**config.mk**
```make
export PLATFORM = sky130hd
export DESIGN_NAME = csa_accum_ctrl
export DESIGN_NICKNAME = d
export VERILOG_FILES = /design/src/rtl/csa_accum_ctrl.sv
export SDC_FILE = /design/constraint.sdc
export NUM_CORES = 1
export LEC_CHECK = 0
export CAP_MARGIN = 20
export CORE_MARGIN = 2
export CORE_UTILIZATION = 65
export DETAILED_ROUTE_END_ITERATION = 8
export DONT_BUFFER_PORTS = 1
export PLACE_DENSITY_LB_ADDON = 0.15
export SLEW_MARGIN = 5
export SYNTH_ARGS = -nofsm -noshare
export SYNTH_HDL_FRONTEND = slang
export SYNTH_SLANG_ARGS = --single-unit
```
**constraint.sdc**
```tcl
create_clock -name clk -period 4.3 [get_ports clk]
set_input_delay 0 -clock clk [delete_from_list [all_inputs] [get_ports clk]]
set_output_delay 0 -clock clk [all_outputs]
set_load 0.02 [all_outputs]
```
**src/rtl/csa_accum_ctrl.sv**
```systemverilog
// Multi-operand unsigned accumulator: one 3:2 carry-save compression per accepted operand,
// a single carry-propagate add at the end, valid/ready handshakes on both sides.

module CsaCompress3to2 #(
    parameter int W = 24
) (
    input  logic [W-1:0] i_a,
    input  logic [W-1:0] i_b,
    input  logic [W-1:0] i_c,
    output logic [W-1:0] o_sum,
    output logic [W-1:0] o_carry
);

    logic [W-1:0] w_majority;

    assign w_majority = (i_a & i_b) | (i_a & i_c) | (i_b & i_c);
    assign o_sum      = i_a ^ i_b ^ i_c;
    // The carry out of the top bit is dropped; the accumulator is sized so it is always zero.
    assign o_carry    = {w_majority[W-2:0], 1'b0};

endmodule

module csa_accum_ctrl #(
    parameter int WIDTH = 16,
    parameter int CNT_W = 8
) (
    input  logic                     clk,
    input  logic                     rst,
    input  logic                     i_start,
    input  logic [CNT_W-1:0]         i_len,
    input  logic                     i_in_valid,
    output logic                     o_in_ready,
    input  logic [WIDTH-1:0]         i_in_data,
    output logic                     o_out_valid,
    input  logic                     i_out_ready,
    output logic [WIDTH+CNT_W-1:0]   o_out_sum,
    output logic                     o_busy
);

    localparam int ACC_W = WIDTH + CNT_W;

    typedef enum logic [1:0] {
        IDLE    = 2'd0,
        ACCUM   = 2'd1,
        RESOLVE = 2'd2,
        DONE    = 2'd3
    } stateT;

    stateT             r_state;
    logic [ACC_W-1:0]  r_sumVec;
    logic [ACC_W-1:0]  r_carryVec;
    logic [CNT_W-1:0]  r_cnt;
    logic [ACC_W-1:0]  r_outSum;
    logic              r_inReady;
    logic              r_outValid;
    logic              r_busy;

    logic [ACC_W-1:0]  w_xExt;
    logic [ACC_W-1:0]  w_csaSum;
    logic [ACC_W-1:0]  w_csaCarry;
    logic              w_accept;

    assign w_xExt   = {{CNT_W{1'b0}}, i_in_data};
    assign w_accept = i_in_valid & r_inReady;

    CsaCompress3to2 #(
        .W(ACC_W)
    ) u_csa (
        .i_a    (w_xExt),
        .i_b    (r_sumVec),
        .i_c    (r_carryVec),
        .o_sum  (w_csaSum),
        .o_carry(w_csaCarry)
    );

    // Handshake outputs are registered alongside the state so they never depend on
    // i_in_valid or i_out_ready combinationally.
    always_ff @(posedge clk or posedge rst) begin
        if (rst) begin
            r_state    <= IDLE;
            r_sumVec   <= '0;
            r_carryVec <= '0;
            r_cnt      <= '0;
            r_outSum   <= '0;
            r_inReady  <= 1'b0;
            r_outValid <= 1'b0;
            r_busy     <= 1'b0;
        end else begin
            case (r_state)
                IDLE: begin
                    if (i_start) begin
                        r_sumVec   <= '0;
                        r_carryVec <= '0;
                        r_cnt      <= i_len;
                        r_busy     <= 1'b1;
                        if (i_len != '0) begin
                            r_state   <= ACCUM;
                            r_inReady <= 1'b1;
                        end else begin
                            r_state   <= RESOLVE;
                        end
                    end
                end
                ACCUM: begin
                    if (w_accept) begin
                        r_sumVec   <= w_csaSum;
                        r_carryVec <= w_csaCarry;
                        r_cnt      <= r_cnt - CNT_W'(1);
                        if (r_cnt == CNT_W'(1)) begin
                            r_state   <= RESOLVE;
                            r_inReady <= 1'b0;
                        end
                    end
                end
                RESOLVE: begin
                    r_outSum   <= r_sumVec + r_carryVec;
                    r_state    <= DONE;
                    r_outValid <= 1'b1;
                end
                DONE: begin
                    if (i_out_ready) begin
                        r_state    <= IDLE;
                        r_outValid <= 1'b0;
                        r_busy     <= 1'b0;
                    end
                end
                default: begin
                    r_state    <= IDLE;
                    r_inReady  <= 1'b0;
                    r_outValid <= 1'b0;
                    r_busy     <= 1'b0;
                end
            endcase
        end
    end

    assign o_in_ready  = r_inReady;
    assign o_out_valid = r_outValid;
    assign o_out_sum   = r_outSum;
    assign o_busy      = r_busy;

    // The operand and result sides are never open at the same time.
    assert property (@(posedge clk) disable iff (rst) !(r_inReady && r_outValid));
    assert property (@(posedge clk) disable iff (rst) (r_inReady || r_outValid) |-> r_busy);

endmodule

```
* Yosys cells after proc, flatten, opt, wreduce, memory -nomap -nowiden
Cells that the tools add are included.
** Cells by class
- $add $sub $neg :: 2
- Reductions and logical operators :: 10
- Mux-type cells :: 23
- Equal/unequal tests :: 9
- Bitwise gates (word level) :: 8
** Operators by type and width (count)
- $pmux 24 s2 :: 2
- $mux 24 :: 3
- $and 16x23->23 :: 2
- $or 23x23->23 :: 2
- $add 24x24->24 :: 1
- $xor 16x24->24 :: 1
- $xor 24x24->24 :: 1
- $and 23x23->23 :: 1
- $mux 8 :: 2
- $pmux 8 s2 :: 1
- $mux 2 :: 5
- $ne 2x2->1 const B :: 5
- $eq 8x1->1 const B :: 1
- $pmux 2 s4 :: 1
- $reduce_bool 8->1 :: 1
- $sub 8x1->8 const B :: 1
- $mux 1 :: 6
- $pmux 1 s2 :: 3
- $reduce_and 3->1 :: 2
- $reduce_bool 2->1 :: 3
- $reduce_and 5->1 :: 1
- $eq 2x2->1 const B :: 2
- $reduce_and 4->1 :: 1
- $eq 2x1->1 const B :: 1
- other kinds (3) :: 3
** Storage, ports and cells
- Input port bits :: 29
- Bits in registers :: 85
- Logic and storage cells :: 60

* Longest topological paths before layout
Gate-level depths: netlist of the first run.
- Depth in word-level cells :: 5
- Mapped depth :: 9
- Gate-level depth less buffers :: 8

* By module
Synthesis of the first run repeated with hierarchy kept, for this count alone.
** Second synthesis, totals
- Cell total of the unflattened synthesis :: 582
- Area, all modules :: 5362.6 sq um
** By module, submodules not included
- csa_accum_ctrl :: area an instance 4867.2 sq um, cells an instance 556, sequential area each 2127.0 sq um, times used 1
- CsaCompress3to2 :: area an instance 495.5 sq um, cells an instance 26, sequential area each 0.0 sq um, times used 1

* Worst setup path before layout of the first run
No wires, ideal clock.
- Path type :: register to register
- From :: reg r_sumVec[1]
- To :: reg r_outSum[19], in the netlist o_out_sum[19]
- Data arrival time :: 2254 ps
- Period minus slack after synthesis :: 2379 ps
- Path slack :: 1921 ps
- Cell stages (with the launch flop) :: 9
- Data required time :: 4175 ps
- Cell sequence :: dfrtp_1 ha_1 fa_1 a21o_1 a221oi_4 nor2_2 a221oi_2 xnor2_1 mux2_4
** Between the ends
- Cells in the longest elaborated chain, start to end :: 1
** Ends and longest elaborated chain
- start: declaration :: line 50 : logic [ACC_W-1:0] r_sumVec;
- start signal: assignment :: line 106 : r_sumVec <= w_csaSum;
- $add 24x24->24 :: line 116 : r_outSum <= r_sumVec + r_carryVec;
- end signal: assignment :: line 116
- end: declaration :: line 53 : logic [ACC_W-1:0] r_outSum;
Every way passes these cells.
A chain may end at the register's enable or synchronous reset.

* Worst setup path after layout of the first run
- From :: reg r_state[1]
- To :: reg r_sumVec[17]
** Between the ends
- Cells in the longest elaborated chain, start to end :: 3
- Elaborated cells between the ends (all ways) :: 7
- Those cells by class :: 3 x eq/ne; 1 x mux; 3 x reduce/logical
** Ends and longest elaborated chain
- start: declaration :: line 49 : stateT r_state;
- start signal: assignment :: line 80 : r_state <= IDLE;
- start signal: assignment :: line 97 : r_state <= ACCUM;
- start signal: assignment :: line 100 : r_state <= RESOLVE;
- $eq 2x1->1 / $logic_not 2->1 (equally long branches) :: line 89 : case (r_state)
- $ne 2x2->1 (no line) / $reduce_bool 2->1 (equally long branches)
- $reduce_and 3->1 (no line)
Parallel ways exist; a longest one is shown, timed or not.

==> results of run 1 <==
worst paths after layout:
kind                                start              to  slack (ns)  cells after the start
setup / recovery               r_state[1]    r_sumVec[17]        1.41                      7
hold / removal                   i_len[6]      r_state[0]        0.02                      4
setup reg to reg               r_state[1]    r_sumVec[17]        1.41                      7
max in group asynchronous             rst     r_sumVec[2]        3.12                      3
hold reg to reg            r_carryVec[17]  r_carryVec[17]        0.48                      2
min in group asynchronous             rst   o_out_sum[17]        0.16                      2
worst max-delay path, cell delays in order, from the launching register on:
cell and delay [ns]:
dfrtp_1 0.42, inv_1 0.13, ha_2 0.57, nand3_1 0.28, a21oi_4 0.86, buf_4 0.36
nand3_1 0.11, nand2_1 0.10
power breakdown:
| group | switching (mW) | internal, mW | total [mW] |
|---|---|---|---|
| Sequential | 0.319 | 1.03 | 1.35 |
| Combinational | 0.958 | 0.569 | 1.53 |
| Clock | 0.286 | 0.326 | 0.612 |
| Total | 1.56 | 1.92 | 3.49 |
timing repair:
item / CTS / global route
setup endpoints to repair: 0 / 0
hold buffers: 29 / 0
hold endpoints to repair: 78 / 0
routing by layer:
metal  GRT usage [%]  share of wire (%)
met5               0                  0
met2            48.0                 49
met4            8.46                1.5
met3            5.18                5.3
met1            39.7                 44
metrics by stage:
step	power [mW]	utilization (%)	instances
after global placement	2.75	67.1	621
after floorplan	2.42	-	542
final	3.49	73.8	666
after detailed placement	2.82	67.1	621
after CTS	3.46	73.6	665
after global routing	3.74	73.8	666
cells in the final DEF, fill, tap and decap left out, types with 3 or more instances in the layout:
cell	netlist	routed
o211ai_1	6	6
nand2_1	119	119
o311ai_0	3	3
nor3_1	5	5
mux2i_1	3	3
clkbuf_8	0	9
a21oi_1	27	26
buf_4	0	6
o21ai_0	24	24
a31oi_1	5	5
xor2_1	4	4
ha_1	30	29
nand3_1	60	60
o22ai_1	6	6
nor2b_1	5	5
nor2_1	14	14
mux2_2	15	15
dlygate4sd3_1	0	29
nor4_1	3	3
inv_1	10	9
nand2b_1	5	5
dfrtp_1	84	84
fa_1	16	16
o21a_1	3	3
nand4_1	7	7
xnor2_1	10	10
a21o_1	10	10
cell type report:
class | instances | area (sq um) | area share (%)
Clock buffer | 11 | 131 | 2.33
Clock inverter | 4 | 73.8 | 1.31
Inverter | 10 | 38.8 | 0.687
Multi-Input combinational cell | 419 | 2820 | 50.0
Sequential cell | 84 | 2100 | 37.2
Tap cell | 102 | 128 | 2.26
Timing Repair Buffer | 36 | 350 | 6.21
sequential cells by signal, indices dropped and copies added (netlist names):
register     count
o_out_valid      1
r_sumVec        24
r_cnt            8
r_carryVec      23
o_busy           1
o_in_ready       1
o_out_sum       24
r_state          2
Yosys cell counts (all sizes together) (2+ instances only):
library cell	number
o31ai	2
o31a	2
nor3	5
nor4	3
and2	2
a31o	2
o311ai	3
a21o	10
a31oi	5
a22o	2
o21ai	24
a211oi	2
xor2	4
nor3b	2
nor2	15
or3	2
ha	30
o22ai	6
dfrtp	84
and3	3
mux2i	3
o211ai	6
buf	2
nor2b	5
xnor2	10
nand2	119
nand2b	5
mux2	16
a21boi	3
o21a	3
a21oi	27
fa	16
nand3	60
inv	10
clkbuf	27
nand4	7
a41oi	2
a221oi	3
cell families after synthesis:
| logic type | after synthesis | share of synthesized area (%) |
|---|---|---|
| and+or+nand+nor | 232 | 20.8 |
| AOI/OAI and AO/OA | 108 | 14.3 |
| xor gates and xnor gates | 14 | 2.42 |
| buffers and inverters | 39 | 2.92 |
| adders and majority gates | 46 | 13.8 |
| DFF | 84 | 41.6 |
| muxes | 19 | 4.23 |
==> results by group, run 1 <==
Outcome
  • Status: finished, final reports clean

Place
  • Routability cong.: 0.977
  • Post-DP Area: 5130 sq um
  • Hpwl dp: 8180 um
  • Port Buffers: 0
  • Dpl ws: 1.44 ns

Floorplanning
  • Die Height: 92.2 um
  • CORE AREA: 7650 sq um
  • Die W: 92.2 um
  • Starting Density: 66.1%
  • IO Count: 56
  • Die area: 8500 sq um
  • Cell row count: 32

Timing
  • RSZ-0062 raised after global routing: false
  • Final Slew Violations: 0
  • Clk_skew: 0.0141 ns
  • Final setup margin: 1.41 ns
  • Final hold violation count: 0
  • Tcrit/Tclk final: 67.1%
  • Tmin final: 2.89 ns
  • Max_slew headroom: 31.9%
  • Final setup violation count: 0
  • Fin Setup TNS: 0 ns
  • Slew @ Worst Pin: 1.02 ns
  • Hold slack: 0.0240 ns
  • Peak Freq: 347 MHz

Synth
  • Synth cell types: 55
  • Proportion of netlist area held by the largest area contributor: 41.6%
  • Area of the mapped netlist: 5060 sq um
  • Post-Syn Instances: 542
  • Synth Flop Type: dfrtp_1
  • Top area cells in the synthesized netlist: dfrtp_1 (42%), nand2_1 (8.8%), ha_1 (7.4%), fa_1 (6.3%), nand3_1 (5.9%)
  • Largest area contributor in the netlist: dfrtp_1
  • Mapped Avg Cell Area: 9.33 sq um
  • Synthesis warning total: 0
  • Seq/Total Area, Yosys: 41.6%
  • Syn nets: 617
  • Number of synthesized flops with an enable pin: 0
  • Synth Register Bits: 84
  • Share of synthesized registers carrying an async set or reset: 100%

Critical path
  • Worst Path Class, Setup: reg -> reg
  • Crit path max fanout: 38
  • Arrival @ worst endpoint: 3.17 ns
  • Worst setup SP type: register
  • Critical path data required time: 4.59 ns
  • Worst Setup End Kind: register

Route
  • Via count: 4,115
  • Drt total wl: 11,500 um
  • DRT iter0 DRCs: 237
  • Final ANT Viol Nets: 0
  • Vias/cell: 6.18
  • Pre-Repair DR Iteration Count: 5
  • # DRC: 0
  • DR WL/cell: 17.2 um

Final layout
  • Ant diodes: 0
  • Filler Cells Inserted: 576
  • Share of cells above drive strength 1: 8.33%
  • Net count reported at finish: 635
  • Finished Cell Area: 5640 sq um
  • Synth-to-layout area growth: 11.6%

Clock tree
  • Worst-skew pair later-pin latency: 0.36 ns
  • Clock Path Buffers: 2
  • Clock sink total: 84
  • H-tree depth: 3
  • CTS resizes: 0
  • # Post-CTS Setup Buffers: 0
  • CTS tree: done
  • CTS Root Cell: clkbuf_8
  • CTS Buf Count: 9
  • Clk slew on worst S/H paths: 0.07 ns

Pwr
  • Max VDD drop: 0.367 mV
  • PwrDens: 618 nW/um^2
  • Leakage power: 2.76 nW

Global routing
  • Total GRT Usage: 29.1%
  • Gr ovfl total: 0
  • Largest net degree at the start of global routing: 49
  • Initial antenna violation count: 0
  • Vias in the first global route: 4,118
  • First-pass GRT wire length: 19,800 um

Run
  • Max cap viols: 0

Worst hold path
  • HP Class: in -> reg
(Power assumes the default switching activity.)
==> inputs of run 2 (changes only) <==
--- a/config.mk
+++ b/config.mk
@@ -5,9 +5,10 @@
 export SDC_FILE = /design/constraint.sdc
 export NUM_CORES = 1
 export LEC_CHECK = 0
+export ABC_AREA = 1
 export CAP_MARGIN = 20
 export CORE_MARGIN = 2
-export CORE_UTILIZATION = 65
+export CORE_UTILIZATION = 58
 export DETAILED_ROUTE_END_ITERATION = 8
 export DONT_BUFFER_PORTS = 1
 export PLACE_DENSITY_LB_ADDON = 0.15
==> constraint.sdc (replaced) <==
create_clock -name clk -period 2.55 [get_ports clk]
set_input_delay 0 -clock clk [delete_from_list [all_inputs] [get_ports clk]]
set_output_delay 0 -clock clk [all_outputs]
set_load 0.02 [all_outputs]
==> run 2 against run 1 <==
Against the previous run:
- sequential cell count unchanged
- clock power grew 72%
- register-to-register slack lost 1.1 ns
- sequential share of layout area is 2.1 points lower
- via count is 14% higher
- worst hold slack lost 0.015 ns
==> results by group, run 2 <==
Outcome
  • Status: finished, final reports clean

Floorplanning
  • Starting Density: 59.4%
  • CORE AREA: 9200 sq um
  • IO Count: 56
  • Die Height: 101 um
  • Die W: 101 um
  • Die area: 10,200 sq um
  • Cell row count: 35

Final layout
  • Most frequent cells in the layout: nand2_1 (287), inv_1 (87), dfrtp_1 (84)
  • Synth-to-layout area growth: 9.60%
  • Net count reported at finish: 831
  • Share of cells above drive strength 1: 3.81%
  • Final core occ: 65.1%
  • Ant diodes: 0
  • Non-filler cells, final: 872
  • Finished Cell Area: 5980 sq um
  • Filler Cells Inserted: 828
  • Commonest non-fill, non-tap cell in the layout: nand2_1

Place
  • Cells after DPL: 833
  • Port Buffers: 0
  • Routability cong.: 0.931
  • Post-DP Area: 5540 sq um
  • Hpwl dp: 8940 um

Timing
  • Max_slew headroom: 37.1%
  • RSZ-0062 raised after global routing: false
  • Final hold violation count: 0
  • Clk_skew: 0.0117 ns
  • Final setup violation count: 0
  • Hold slack: 0.00937 ns
  • Slew @ Worst Pin: 0.939 ns
  • Final Slew Violations: 0
  • Tcrit/Tclk final: 86.9%
  • Tmin final: 2.22 ns
  • Peak Freq: 451 MHz
  • Fin Setup TNS: 0 ns

Clock tree
  • Clock sink total: 84
  • CTS tree: done
  • Clk slew on worst S/H paths: 0.08 ns
  • Worst-skew pair later-pin latency: 0.36 ns
  • Clock Path Buffers: 2
  • CTS resizes: 0
  • H-tree depth: 3
  • CTS Root Cell: clkbuf_8
  • CTS Buf Count: 9

Route
  • # DRC: 0
  • Pre-Repair DR Iteration Count: 5
  • Drt total wl: 12,000 um
  • DRT iter0 DRCs: 243
  • DR WL/cell: 13.8 um
  • Vias/cell: 5.39
  • Final ANT Viol Nets: 0
  • Via count: 4,704

Synth
  • Synth cell types: 30
  • Synth Flop Type: dfrtp_1
  • Post-Synth XOR/XNOR Area: 1.76%
  • Synthesis warning total: 0
  • Area of the mapped netlist: 5460 sq um
  • Largest family of logic cells by synthesized area: simple AND/OR/NAND/NOR gates
  • Mapped Avg Cell Area: 7.39 sq um
  • Number of synthesized flops with an enable pin: 0
  • Commonest cells in the netlist: nand2_1 (287), inv_1 (88), dfrtp_1 (84), nor2_1 (45), o21ai_0 (43)
  • Proportion of netlist area held by the largest area contributor: 38.5%
  • Seq/Total Area, Yosys: 38.5%
  • Share of synthesized registers carrying an async set or reset: 100%
  • Post-Syn Instances: 739
  • Syn nets: 814
  • Top area cells in the synthesized netlist: dfrtp_1 (38%), nand2_1 (20%), ha_1 (6.9%), inv_1 (6.0%), fa_1 (5.9%)
  • Area fraction in and, or, nand and nor cells after synthesis: 28.8%
  • Mux cell area share after synthesis: 0%
  • Adder-cell share of the synthesized area: 12.7%
  • Post-synthesis compound-gate area fraction: 9.49%
  • Most common cell in the synthesized netlist: nand2_1
  • Largest area contributor in the netlist: dfrtp_1
  • Synth Register Bits: 84

Worst hold path
  • WHS Path Cells: 3
  • HP Class: in -> reg

Critical path
  • Worst R2R Path Depth: 7
  • Arrival @ worst endpoint: 2.46 ns
  • Worst Setup End Kind: register
  • Critical path data required time: 2.80 ns
  • Worst Path Class, Setup: reg -> reg
  • Most used cell, CP: inv_2
  • Critical path depth: 7
  • CP max stage cell: o21ai_4
  • Crit path max fanout: 38
  • Delay-heaviest family, CP: compound AO/OA/AOI/OAI gates
  • Max incr delay on CP: 0.76 ns
  • Critical path, cell by cell: inv_1 > ha_1 > inv_2 > o21ai_4 > inv_2 > o211ai_1 > o21ai_1
  • Worst setup SP type: register
  • Buf/Inv on CP: 3

Pwr
  • PwrDens: 890 nW/um^2
  • Max VDD drop: 0.784 mV
  • Leakage power: 3.16 nW

Global routing
  • Largest net degree at the start of global routing: 61
  • First-pass GRT wire length: 20,800 um
  • Initial antenna violation count: 0
  • Vias in the first global route: 4,589
  • Total GRT Usage: 25.8%
  • Gr ovfl total: 0

Run
  • Max cap viols: 0
## run 2: final cells by class
cell class              count  area [sq um]  area share, %
flip-flops and latches     84          2100           35.1
inverters                  91           343           5.73
multi-input cells         541          2880           48.2
repair buffers             29           300           5.02
well taps                 111           139           2.32
clock buffers              12           145           2.43
clock inverters             4          72.6           1.21
## run 2: metrics by stage
stage / setup WS [ns] / power [mW]
3_3_place_gp: 0.415 / 4.14
5_1_grt: 0.0153 / 5.79
4_1_cts: 0.298 / 5.36
2_1_floorplan: 0.385 / 3.85
6_report: 0.333 / 5.33
3_5_place_dp: 0.322 / 4.25
## run 2: what timing repair did
item                                   CTS  global route
hold buffers                            23             0
setup buffers                            0             0
endpoints found under the hold margin   65             0
## run 2: worst paths after layout
path / startpoint / to / slack [ns]
max in group asynchronous: rst / r_carryVec[9] / 1.74
max: r_state[1] / r_cnt[1] / 0.33
max reg2reg: r_state[1] / r_cnt[1] / 0.33
min: i_in_data[11] / r_carryVec[12] / 0.009
min reg2reg: r_carryVec[18] / r_carryVec[18] / 0.49
min in group asynchronous: rst / o_out_sum[18] / 0.15
## run 2: routing by layer
| metal | GRT usage (%) | routed length, um | vias up |
|---|---|---|---|
| li1 | - | - | 2363 |
| met2 | 39.8 | 5390 | 147 |
| met1 | 36.6 | 5780 | 2164 |
| met5 | 0 | 0 | - |
| met3 | 3.47 | 594 | 30 |
| met4 | 10.7 | 276 | 0 |
## run 2: logic make-up after synthesis
logic type	Yosys count
AND/OR/NAND/NOR	392
XOR/XNOR	11
flip-flops	84
buffers and inverters	114
adder cells (fa/ha/maj)	46
AO/OA/AOI/OAI	92
## run 2: worst min-delay path: stages
cell,delay [ns]
fa_1,0.14
nand2_1,0.05
o21ai_0,0.14
## run 2: power breakdown
| group | total, mW | switching (mW) | leakage (nW) | internal, mW |
|---|---|---|---|---|
| registers | 2.14 | 0.467 | 1.12 | 1.67 |
| logic | 2.13 | 1.43 | 1.93 | 0.702 |
| clock network | 1.05 | 0.477 | 0.107 | 0.578 |
| total | 5.33 | 2.37 | 3.16 | 2.95 |
